$ cat config.mk
export PLATFORM = sky130hd
export DESIGN_NAME = otter_crypto_ctrl
export DESIGN_NICKNAME = d
export VERILOG_FILES = /design/src/rtl/otter_crypto_pkg.sv /design/src/rtl/otter_crypto_rnd_cnt.sv /design/src/rtl/otter_crypto_ctrl.sv
export SDC_FILE = /design/constraint.sdc
export NUM_CORES = 1
export LEC_CHECK = 0
export ABC_AREA = 1
export ABC_CLOCK_PERIOD_IN_PS = 4100
export CORE_MARGIN = 5
export CORE_UTILIZATION = 28
export CTS_CLUSTER_DIAMETER = 200
export DETAILED_ROUTE_END_ITERATION = 10
export GPL_TIMING_DRIVEN = 0
export PLACE_DENSITY = 0.69
export REMOVE_ABC_BUFFERS = 1
export SYNTH_ARGS = -nofsm -noshare
export SYNTH_HDL_FRONTEND = slang
export SYNTH_SLANG_ARGS = --single-unit
export TNS_END_PERCENT = 100
$ cat constraint.sdc
create_clock -name CLK -period 4.1 [get_ports CLK]
set_input_delay 1.025 -clock CLK [delete_from_list [all_inputs] [get_ports CLK]]
set_output_delay 1.025 -clock CLK [all_outputs]
set_load 0.01 [all_outputs]
$ cat src/rtl/otter_crypto_pkg.sv
// Shared types and ISA constants for the OTTER crypto sequencer.
// ENCRY opcode/funct3 values and the register-file write-select code used by the CU decoder.
package otter_crypto_pkg;

  typedef enum logic [1:0] {
    IDLE = 2'd0,
    LOAD = 2'd1,
    RUN  = 2'd2,
    DONE = 2'd3
  } crypto_state_t;

  localparam logic [6:0] ENCRY_OP      = 7'b0011100;
  localparam logic [2:0] F3_ENC        = 3'b010;
  localparam logic [2:0] F3_DEC        = 3'b011;
  localparam logic [2:0] CRYPTO_WR_SEL = 3'd4;

endpackage

$ cat src/rtl/otter_crypto_rnd_cnt.sv
// Loadable up/down round counter: presets to 0 (enc) or ROUNDS-1 (dec), flags the last round.
// Steps once per step pulse; never advances past the last round, so the index never wraps.
module otter_crypto_rnd_cnt #(
  parameter int ROUNDS = 16,
  parameter int RW     = $clog2(ROUNDS) + 1
) (
  input  logic          clk,
  input  logic          rst,
  input  logic          load,
  input  logic          dec,
  input  logic          step,
  output logic [RW-1:0] idx,
  output logic          last
);

  localparam logic [RW-1:0] IDX_MAX = RW'(ROUNDS - 1);

  always_comb begin
    last = dec ? (idx == '0) : (idx == IDX_MAX);
  end

  always_ff @(posedge clk or posedge rst) begin
    if (rst) begin
      idx <= '0;
    end else if (load) begin
      idx <= dec ? IDX_MAX : '0;
    end else if (step && !last) begin
      idx <= dec ? idx - 1'b1 : idx + 1'b1;
    end
  end

endmodule

$ cat src/rtl/otter_crypto_ctrl.sv
// OTTER crypto sequencer: start -> LOAD -> ROUNDS acked rounds -> DONE writeback; stalls the CPU throughout.
// Optional CRYPTO_INT_ABORT_EN: an accepted interrupt in LOAD/RUN abandons the operation.
module otter_crypto_ctrl
  import otter_crypto_pkg::*;
#(
  parameter int DATA_W = 32,
  parameter int ROUNDS = 16,
  parameter int RW     = $clog2(ROUNDS) + 1
) (
  input  logic              CLK,
  input  logic              RST,
  input  logic              crypto_start,
  input  logic              crypto_sel,
  input  logic [DATA_W-1:0] rs1_data,
  input  logic [DATA_W-1:0] rs2_key,
  input  logic              int_taken,
  output logic              rnd_load,
  output logic              rnd_req,
  input  logic              rnd_ack,
  input  logic [DATA_W-1:0] rnd_state,
  output logic [RW-1:0]     rnd_idx,
  output logic              rnd_dec,
  output logic [DATA_W-1:0] rnd_data,
  output logic [DATA_W-1:0] rnd_key,
  output logic              stall,
  output logic              busy,
  output logic              result_valid,
  output logic [DATA_W-1:0] result
);

  crypto_state_t state, state_nxt;
  logic          rnd_hs;
  logic          rnd_last;
  logic          abort;

  assign rnd_hs = rnd_req && rnd_ack;

`ifdef CRYPTO_INT_ABORT_EN
  assign abort = int_taken && ((state == LOAD) || (state == RUN));
`else
  logic unused_int_taken;
  assign unused_int_taken = int_taken;
  assign abort = 1'b0;
`endif

  always_ff @(posedge CLK or posedge RST) begin
    if (RST) begin
      state <= IDLE;
    end else begin
      state <= state_nxt;
    end
  end

  always_comb begin
    state_nxt = state;
    case (state)
      IDLE:    if (crypto_start) state_nxt = LOAD;
      LOAD:    state_nxt = RUN;
      RUN:     if (rnd_hs && rnd_last) state_nxt = DONE;
      DONE:    state_nxt = IDLE;
      default: state_nxt = IDLE;
    endcase
    if (abort) state_nxt = IDLE;
  end

  always_comb begin
    rnd_load     = 1'b0;
    rnd_req      = 1'b0;
    stall        = 1'b0;
    result_valid = 1'b0;
    busy         = (state != IDLE);
    case (state)
      IDLE: stall = crypto_start;
      LOAD: begin
        rnd_load = 1'b1;
        stall    = 1'b1;
      end
      RUN: begin
        rnd_req = 1'b1;
        stall   = 1'b1;
      end
      DONE:    result_valid = 1'b1;
      default: ;
    endcase
  end

  // Operands are captured only on an accepted start; a start held high later is ignored.
  always_ff @(posedge CLK or posedge RST) begin
    if (RST) begin
      rnd_data <= '0;
      rnd_key  <= '0;
      rnd_dec  <= 1'b0;
    end else if ((state == IDLE) && crypto_start) begin
      rnd_data <= rs1_data;
      rnd_key  <= rs2_key;
      rnd_dec  <= crypto_sel;
    end
  end

  always_ff @(posedge CLK or posedge RST) begin
    if (RST) begin
      result <= '0;
    end else if (rnd_hs) begin
      result <= rnd_state;
    end
  end

  otter_crypto_rnd_cnt #(
    .ROUNDS (ROUNDS),
    .RW     (RW)
  ) u_rnd_cnt (
    .clk  (CLK),
    .rst  (RST),
    .load (rnd_load),
    .dec  (rnd_dec),
    .step (rnd_hs),
    .idx  (rnd_idx),
    .last (rnd_last)
  );

endmodule

; ---- Word level (Yosys, flattened, before mapping)
; Index checks and enable logic that the tools add are counted.
[totals]
regBits = 104
in_bits = 102
output_inout_bits = 107
elab_cells = 37
[classes]
addsub = 2
eq_ne = 6
n_mux = 12
reduce_logical = 11
[op_table]
columns = op, n
row1 = two-way mux 5 bit, 3
row2 = one-hot mux 2 bit (4 select lines), 1
row3 = "adder 5 x 1 -> 5 bit, second input constant", 1
row4 = "equality test 5 x 4 -> 1 bit, second input constant", 1
row5 = logical NOT 5 bit, 1
row6 = "subtractor 5 x 1 -> 5 bit, second input constant", 1
row7 = "equality test 2 bit, second input constant", 2
row8 = logical AND 1 bit, 4
row9 = two-way mux 1 bit, 4
row10 = two-way mux 2 bit, 2
row11 = two-way mux 4 bit, 1
row12 = "!= test 2 bit, second input constant", 2
row13 = nonzero test 2 bit, 2
row14 = "equality test 2 x 1 -> 1 bit, second input constant", 1
row15 = logical NOT 2 bit, 1
row16 = one-hot mux 1 bit (2 select lines), 1
row17 = AND reduction 2 bit, 1
row18 = OR reduction 2 bit, 1
row19 = logical NOT 1 bit, 1

; ---- Longest topological paths before layout
[depth]
depth_word = 6
ltp_mapped = 9
ltp_nobuf = 9

; ---- By module
; Synthesis repeated with hierarchy kept, for this count alone.
[hier_totals]
cells_unflattened = 512
hier_area_um2 = 4454.3
[modules_own_cells]
columns = mod, instances, cells_each, area_per_inst_um2, seq_area_each_um2
row1 = otter_crypto_ctrl, 1, 447, 3988.8, 2477.4
row2 = otter_crypto_rnd_cnt, 1, 65, 465.4, 125.1

; ---- Worst setup path before layout
; OpenSTA, ideal clock, no wires.
[synth_timing]
path_kind = input-to-output
start = input port crypto_start
end = output port stall
arrival_ns = 1.608
t_required_ns = 3.075
setup_slack_ns = 1.467
stages = 4
path_buffers = 2
path_cell_list = nand2_1 buf_6 buf_6 a21oi_1
[synth_via]
elab_chain_len = 1
[synth_lines]
columns = element, line_no
row1 = "start, declared", otter_crypto_ctrl.sv:12  ; input logic crypto_start,
row2 = one-hot mux 1 bit (2 select lines), otter_crypto_ctrl.sv:72  ; case (state)
row3 = "end, declared", otter_crypto_ctrl.sv:25  ; output logic stall,
; Every way passes these cells.

; ---- Worst setup path after layout
; Same ends and word-level chain as after synthesis.

==> impl_metrics.tcl <==
set metrics [dict create \
    hold_path_class "reg2reg" \
    gr-usage-all-layers_pct 12.9 \
    rsz0062_at_grt "no" \
    worst_slack_ns 0.309 \
    post_synth_num_cell_types 22 \
    use_met2_pct 22.3 \
    syn-cell-area_um2 4290 \
    min_path_cells 2 \
    gr-max-usage-layer "met2" \
    cts_hold_buf 0 \
    final_cell_mix "clkdlybuf4s50_1 (207), nand2_1 (119), dfrtp_1 (104), mux2_2 (37), mux2_4 (27)" \
    multi_input_area_um2 1570 \
    cp_max_fo 50 \
    regArea_um2 2600 \
    antenna_cells 0 \
    peakVddDrop_uv 349 \
    grt_pass1_wl_mm 18.6 \
    postRouteAntennaNets 0 \
    max_freq_ghz 0.264 \
    gp_congestion 0.761 \
    synth.avg_cell_area_um2 12.2 \
    numPortBuffers 207 \
    final_max_slew_viol_count 0 \
    status "complete, no violations" \
    overflow 0 \
    grt_max_degree 61 \
    dr.pass1.iters 6 \
    required_ns 3.07 \
    die_height_um 134 \
    min-delay-start "result[8]" \
    worst_pin_slew_ns 1.09 \
    numCtsBuffers 9 \
    final_hold_viol_count 0 \
    dp_slack_ns 0.284 \
    clock_latency_ns 0.34 \
    period_minus_slack_ns 3.79 \
    die_x_um 134 \
    arrival_ns 2.77 \
    grt_pass1_vias 3548 \
    final_cell_area_um2 6860 \
    dieArea_um2 17900 \
    p_leak_nw 3.15 \
    syn_inst 353 \
    cts.repair.resized 0 \
    cts.sinks 104 \
    ys_ff_latch 104 \
    cts_tree "built" \
    reg2regPathDepth 8 \
    slew_headroom_pct 27.4 \
    critPathLaunchType "input port" \
    root_buffer "clkbuf_16" \
    post-route-util_pct 45.3 \
    dr.first_iter.drc_count 113 \
    dp_hpwl_mm 8.77 \
    rows 45 \
    wl_per_cell_um 15.3 \
    ios 209 \
    max-clock-path-buffers 2 \
    final_common_cell "clkdlybuf4s50_1" \
    fill_cells 1393 \
    htreeDepth 3 \
    grt_use_met1_pct 15.0 \
    r2r_slack_ns 1.36 \
    vias 3258 \
    power.total_mw 5.40 \
    drc 0 \
    synth_seq_area_share_pct 60.6 \
    powerDensity_nw_per_um2 787 \
    areaGrowthSynthToFinish_pct 59.7 \
    wl_mm 11.5 \
    drv_cap 0 \
    initial_core_util_pct 28.3 \
    ys.warnings.count 0 \
    regToRegEndpoint "u_rnd_cnt.idx[0]" \
    fin_crit_sh_pct 92.5 \
    clk_pin_slew_worst_paths_ns 0.06 \
    drt-vias-per-instance 4.34 \
    core_um2 15100 \
    place_area_um2 6580 \
    finalNetCount 670 \
    min_to "result[8]" \
    met3_usage_pct 4.61 \
    grt_antenna_before_repair 0 \
    reg2reg_from "state[0]" \
    postCtsSetupBuffers 0 \
    drive_gt1_share_pct 15.3 \
    setup_viol 0 \
    crit_type "in2out" \
    finClkSkew_ns 0.00779 \
    critPathCaptureType "output port" \
]
-- worst max path at each step --
stage | start | endpoint | slack (ns) | cells after the start
after floorplan | crypto_start | stall | 0.0003 | 2
after global placement | crypto_start | stall | -1.57 | 4
after detailed placement | crypto_start | stall | 0.28 | 5
after CTS | crypto_start | stall | 0.27 | 5
after global routing | crypto_start | stall | 0.23 | 5
final | crypto_start | stall | 0.31 | 5
-- Yosys cell counts, drive strengths merged --
cell type | count | share of area, %
a21oi | 4 | 0.47
buf | 10 | 1.7
clkbuf | 3 | 0.26
dfrtp | 104 | 61
fa | 1 | 0.47
ha | 7 | 2.0
inv | 11 | 0.96
mux2 | 64 | 19
nand2 | 121 | 11
nand3 | 12 | 1.5
nand3b | 1 | 0.17
nor2 | 6 | 0.52
o211ai | 1 | 0.17
o21ai | 3 | 0.35
or2 | 2 | 0.29
xnor2 | 2 | 0.41
xor2 | 1 | 0.20
-- layout make-up --
cell class	count	area share, %
clock buffer	10	3.34
clock inverter	4	0.694
inverter	11	0.639
multi-input combinational	225	22.9
sequential	104	38.0
tap	188	3.43
timing repair buffer	209	31.0
-- kinds of logic (layout without fill, tap and decap cells) --
kind of cell    after synthesis  count (layout)  share of synthesized area, %
xor+xnor                      3               3                         0.612
mux                          64              64                          19.1
compound gates                8               8                         0.991
buf+inv                      24             234                          2.97
simple gates                142             142                          13.1
fa+ha+maj                     8               8                          2.51
flops                       104             104                          60.6
-- power by group --
group	switching, mW	total (mW)	internal [mW]
Sequential	0.317	1.86	1.54
Combinational	1.10	2.72	1.62
Clock	0.353	0.818	0.465
Total	1.77	5.40	3.62
-- per-layer routing --
layer,up-vias,wire length (um)
met4,0,262
li1,1545,-
met3,19,727
met5,-,0
met2,109,5990
met1,1585,4490
-- stage by stage --
stage,setup TNS [ns],hold slack [ns],cells
finish,0,0.481,751
detailed placement,0,0.464,737
global placement,-147.94,0.465,735
floorplan,0,0.490,340
CTS,0,0.482,751
global route,0,0.501,751
-- critical path: stages --
cell	delay (ns)
clkdlybuf4s50_1	0.54
nand2_4	0.20
buf_16	0.28
a21oi_1	0.17
clkdlybuf4s50_1	0.55
-- flip-flops by register name (all words and copies together), names as in the netlist --
signal	flops
u_rnd_cnt.idx	5
rnd_data	32
rnd_dec	1
state	2
rnd_key	32
result	32
(Power assumes the default switching activity.)
==> RTL change 1, RTL diff (config.mk and constraints unchanged) <==
Make the reset (`RST` and `rst`) synchronous in 4 clocked blocks.
--- a/src/rtl/otter_crypto_rnd_cnt.sv
+++ b/src/rtl/otter_crypto_rnd_cnt.sv
@@ -21,3 +21,3 @@
 
-  always_ff @(posedge clk or posedge rst) begin
+  always_ff @(posedge clk) begin
     if (rst) begin
--- a/src/rtl/otter_crypto_ctrl.sv
+++ b/src/rtl/otter_crypto_ctrl.sv
@@ -45,3 +45,3 @@
 
-  always_ff @(posedge CLK or posedge RST) begin
+  always_ff @(posedge CLK) begin
     if (RST) begin
@@ -87,3 +87,3 @@
   // Operands are captured only on an accepted start; a start held high later is ignored.
-  always_ff @(posedge CLK or posedge RST) begin
+  always_ff @(posedge CLK) begin
     if (RST) begin
@@ -99,3 +99,3 @@
 
-  always_ff @(posedge CLK or posedge RST) begin
+  always_ff @(posedge CLK) begin
     if (RST) begin
Function: differs if RST is asserted again (counterexample within 4 cycles, from zero or initial values and one cycle with RST high); with RST held inactive, the same outputs for 10 cycles.
==> RTL change 1 against the unedited design <==
Area after synthesis decreased by 9.7%; routed wire length grew 2.9%; critical path depth is 1 lower; hold slack worse by 0.0020 ns; cell area down 7.4%; worst setup slack improved by 0.017 ns; sequential cell count is the same; power down 28%; highest routed layer unchanged.
==> RTL change 1: results (changes against the unedited design) <==
Status = completed
Main synth FF type = dfxtp_1
Setup Buffers After CTS = 0 (unchanged)
Non-filler cells, final = 873 (+16%)
Post-synth top cells = 200 x nor2_1, 104 x dfxtp_1, 97 x o21ai_0, 17 x clkbuf_1, 15 x nand2_1
Leak = 2.43 nW (-23%)
Deepest clock path buffer count = 2 (unchanged)
Pre-Repair DR Iteration Count = 4 (-2)
Gate power share = 39.4% (-11 points)
Post-synthesis cell type count = 24 (+9.1%)
Max-slew headroom = 23.7% (-3.7 points)
P_comb = 0.00152 W (-44%)
Clk_skew = 0.00305 ns (-0.00474 ns)
Number of buffers created by CTS = 9 (unchanged)
Clk slew on worst S/H paths = 0.07 ns
Clock Latency Late Sink = 0.33 ns
Int Pwr = 0.00261 W (-28%)
Crit-path leading delay family = buffers and inverters
Worst EP arrival = 2.75 ns (-0.02 ns)
GRT Total Usage = 14.0% (+1.0 points)
Layout filler cell count = 1351 (-3.0%)
Synth Instances = 501 (+42%)
Port Buf Inserts = 207 (unchanged)
Crit path max fanout = 68 (+36%)
Setup slack after placement = -0.0490 ns (-0.333 ns)
H-tree levels = 3 (unchanged)
DRT Wirelength = 11800 um (+2.9%)
Layout Nets = 799 (+19%)
DPL Wire Length = 7990 um (-9.0%)
Area contributors post-synth = dfxtp_1 54%, nor2_1 19%, o21ai_0 13%
N_diodes = 0 (unchanged)
Regs by FF count = result: 32 flops, rnd_data: 32 flops, rnd_key: 32 flops
P_seq = 0.00145 W (-22%)
Min-Delay Path Class = flop to flop
Peak supply drop = 0.343 mV (-1.7%)
First-pass GRT wire length = 18400 um (-1.1%)
CTS root buffer = clkbuf_16
Layout cells sized above 1 = 3.90% (-11 points)
Gpl congestion = 0.788 (+3.5%)
Dpl cell area = 0.00604 mm^2 (-8.2%)
Largest net degree at the start of global routing = 102 (+67%)
Antenna violations before repair = 0 (unchanged)
Post-cts sizing count = 1 (+1)
Cells after DPL = 858 (+16%)
Routed via count = 3769 (+16%)
Initial DRC count = 196 (+73%)
Async set-or-reset flop fraction in the synthesized netlist = 0% (-100 points)
Post-synthesis sequential area ratio = 53.7% (-6.9 points)
Critical path's largest stage delay = 0.57 ns (+0.02 ns)
Vias in the first global route = 3606 (+1.6%)
[RTL change 1: path summary, 6_finish.rpt]
| path | startpoint | end | slack [ns] | depth (start not counted) |
|---|---|---|---|---|
| hold / removal | result[7]$_SDFFE_PP0P_ | result[7]$_SDFFE_PP0P_ | 0.48 | 2 |
| setup / recovery | crypto_start | stall | 0.33 | 4 |
| setup reg to reg | state[0]$_SDFFE_PP0P_ | u_rnd_cnt.idx[1]$_SDFFE_PP0P_ | 1.42 | 7 |
| hold reg to reg | result[7]$_SDFFE_PP0P_ | result[7]$_SDFFE_PP0P_ | 0.48 | 2 |
[RTL change 1: per-layer routing]
metal / GRT usage, % / wire, um / vias to the layer above
li1: - / - / 1977
met1: 16.7 / 5120 / 1660
met2: 23.3 / 5550 / 111
met3: 3.55 / 794 / 21
met4: 6.80 / 346 / 0
met5: 0 / 0 / -
[RTL change 1: layout make-up]
class / instances / area [um^2] / share of cell area [%]
multi-input cells: 356 / 1620 / 25.6
clock inverters: 4 / 70.1 / 1.10
well taps: 180 / 225 / 3.55
flip-flops and latches: 104 / 2080 / 32.8
repair buffers: 207 / 2070 / 32.6
clock buffers: 11 / 233 / 3.67
inverters: 11 / 43.8 / 0.690
[RTL change 1: logic make-up (layout without fill, tap and decap cells)]
| kind of cell | after synthesis | in the layout | share of synthesized area (%) |
|---|---|---|---|
| AND/OR/NAND/NOR | 233 | 233 | 23.7 |
| AO/OA/AOI/OAI | 112 | 112 | 14.6 |
| flip-flops | 104 | 104 | 53.7 |
| buffers and inverters | 41 | 233 | 4.52 |
| adder cells (fa/ha/maj) | 8 | 8 | 2.78 |
| XOR/XNOR | 3 | 3 | 0.678 |
==> RTL change 2, RTL diff (same flow settings) <==
Made on the original files. Set the parameter `DATA_W` to 48 (it was 32).
--- a/src/rtl/otter_crypto_ctrl.sv
+++ b/src/rtl/otter_crypto_ctrl.sv
@@ -5,3 +5,3 @@
 #(
-  parameter int DATA_W = 32,
+  parameter int DATA_W = 48,
   parameter int ROUNDS = 16,
Ports: changed (6 resized); port bits go from 209 to 305. No check against the original RTL was run, so the function may have changed too.
==> RTL change 2 against the unedited design <==
Via count is 43% higher; worst setup slack better by 0.088 ns; area after synthesis is 39% higher; cell area is 45% higher; sequential cell count is 48 higher; highest routed layer unchanged; largest cell class unchanged; clock power is 85% higher; sequential power is 44% higher; power is 46% higher; core utilization is 1.9 points higher; routed wire length is 54% higher.
==> RTL change 2: results (changes against the unedited design) <==
Layout cells sized above 1 = 17.1% (+1.8 points)
Initial DRC count = 186 (+65%)
Pre-Repair DR Iteration Count = 4 (-2)
Post-synthesis sequential area ratio = 63.6% (+3.0 points)
WHS = 0.479 ns (-0.00257 ns)
Number of buffers created by CTS = 17 (+8)
H-tree levels = 4 (+1)
Leak = 4.43 nW (+41%)
Worst EP arrival = 2.68 ns (-0.09 ns)
Clock Latency Late Sink = 0.42 ns (+0.08 ns)
Routed via count = 4655 (+43%)
GRT Total Usage = 14.4% (+1.5 points)
Ys Warns = 0 (unchanged)
Clk_skew = 0.0121 ns (+0.00433 ns)
Crit path max fanout = 37 (-26%)
Min-Delay Path Class = flop to flop
Vias in the first global route = 4914 (+39%)
Post-synth top cells = 168 x nand2_1, 152 x dfrtp_1, 89 x mux2_2, 12 x buf_2
Wire per inst = 16.4 um (+7.3%)
Met2 WL post-DR = 8960 um (+50%)
Regs by FF count = result: 48 flops, rnd_data: 48 flops, rnd_key: 48 flops
F_max = 0.270 GHz (+2.4%)
DPL Wire Length = 13200 um (+51%)
WL met1 = 7070 um (+57%)
Gpl congestion = 0.785 (+3.2%)
N_diodes = 0 (unchanged)
Status = completed
R2r setup slk = 1.40 ns (+0.04 ns)
Layout Nets = 951 (+42%)
Port Buf Inserts = 303 (+46%)
Top sig layer = met4
Reg2reg start = state[0]$_DFFE_PP0P_
First-pass GRT wire length = 27100 um (+46%)
Area contributors post-synth = dfrtp_1 64%, mux2_2 17%, nand2_1 11%
Slew @ Worst Pin = 0.857 ns (-0.229 ns)
Setup slack after placement = 0.381 ns (+0.0976 ns)
Antenna violations before repair = 0 (unchanged)
Critical path's largest stage delay = 0.56 ns
Peak supply drop = 0.343 mV (-1.7%)
Hold endpoint = result[46]$_DFFE_PP0P_
Largest net degree at the start of global routing = 95 (+56%)
Hold Startpoint = result[46]$_DFFE_PP0P_
Routed met3 length = 1200 um (+65%)
Crit path capture = stall
RTL change 2: metrics by stage:
step,setup TNS (ns),cells,util [%],area [um^2]
CTS,0,1081,47.2,9920
floorplan,-154.75,468,-,5870
detailed placement,0,1049,44.5,9350
finish,0,1081,47.2,9920
global placement,-560.16,1046,44.0,9250
global route,0,1081,47.2,9920
RTL change 2: worst register-to-register path, stage by stage (launching register included):
cell,delay [ns]
dfrtp_1,0.41
inv_1,0.09
ha_1,0.21
nand2_2,0.35
buf_16,0.32
inv_2,0.64
nand3_2,0.25
nand2_1,0.20
o21ai_0,0.11
RTL change 2: routing by layer:
metal | GRT usage (%) | up-vias
met5 | 0 | -
met4 | 5.87 | 0
met3 | 5.24 | 30
met2 | 23.4 | 152
met1 | 17.3 | 2279
li1 | - | 2194
RTL change 2: layout make-up:
class                           count  area (um^2)
Timing Repair Buffer              306         3120
Clock buffer                       18          439
Inverter                           11         48.8
Fill cell                        1926        11100
Multi-Input combinational cell    305         2040
Clock inverter                     14          135
Sequential cell                   152         3800
Tap cell                          275          344
RTL change 2: cell families after synthesis:
family          after synthesis  share of synthesized area [%]
fa+ha+maj                     8                           1.80
compound gates                8                          0.712
mux                          96                           18.5
simple gates                190                           12.5
flops                       152                           63.6
xor+xnor                      3                          0.440
buf+inv                      31                           2.45
RTL change 2: power by group:
part | switching (W) | total (W) | leakage [nW] | internal [W]
Sequential | 0.000425 | 0.00268 | 1.83 | 0.00225
Clock | 0.000693 | 0.00151 | 0.276 | 0.000819
Combinational | 0.00151 | 0.00369 | 2.33 | 0.00218
Total | 0.00263 | 0.00788 | 4.43 | 0.00525
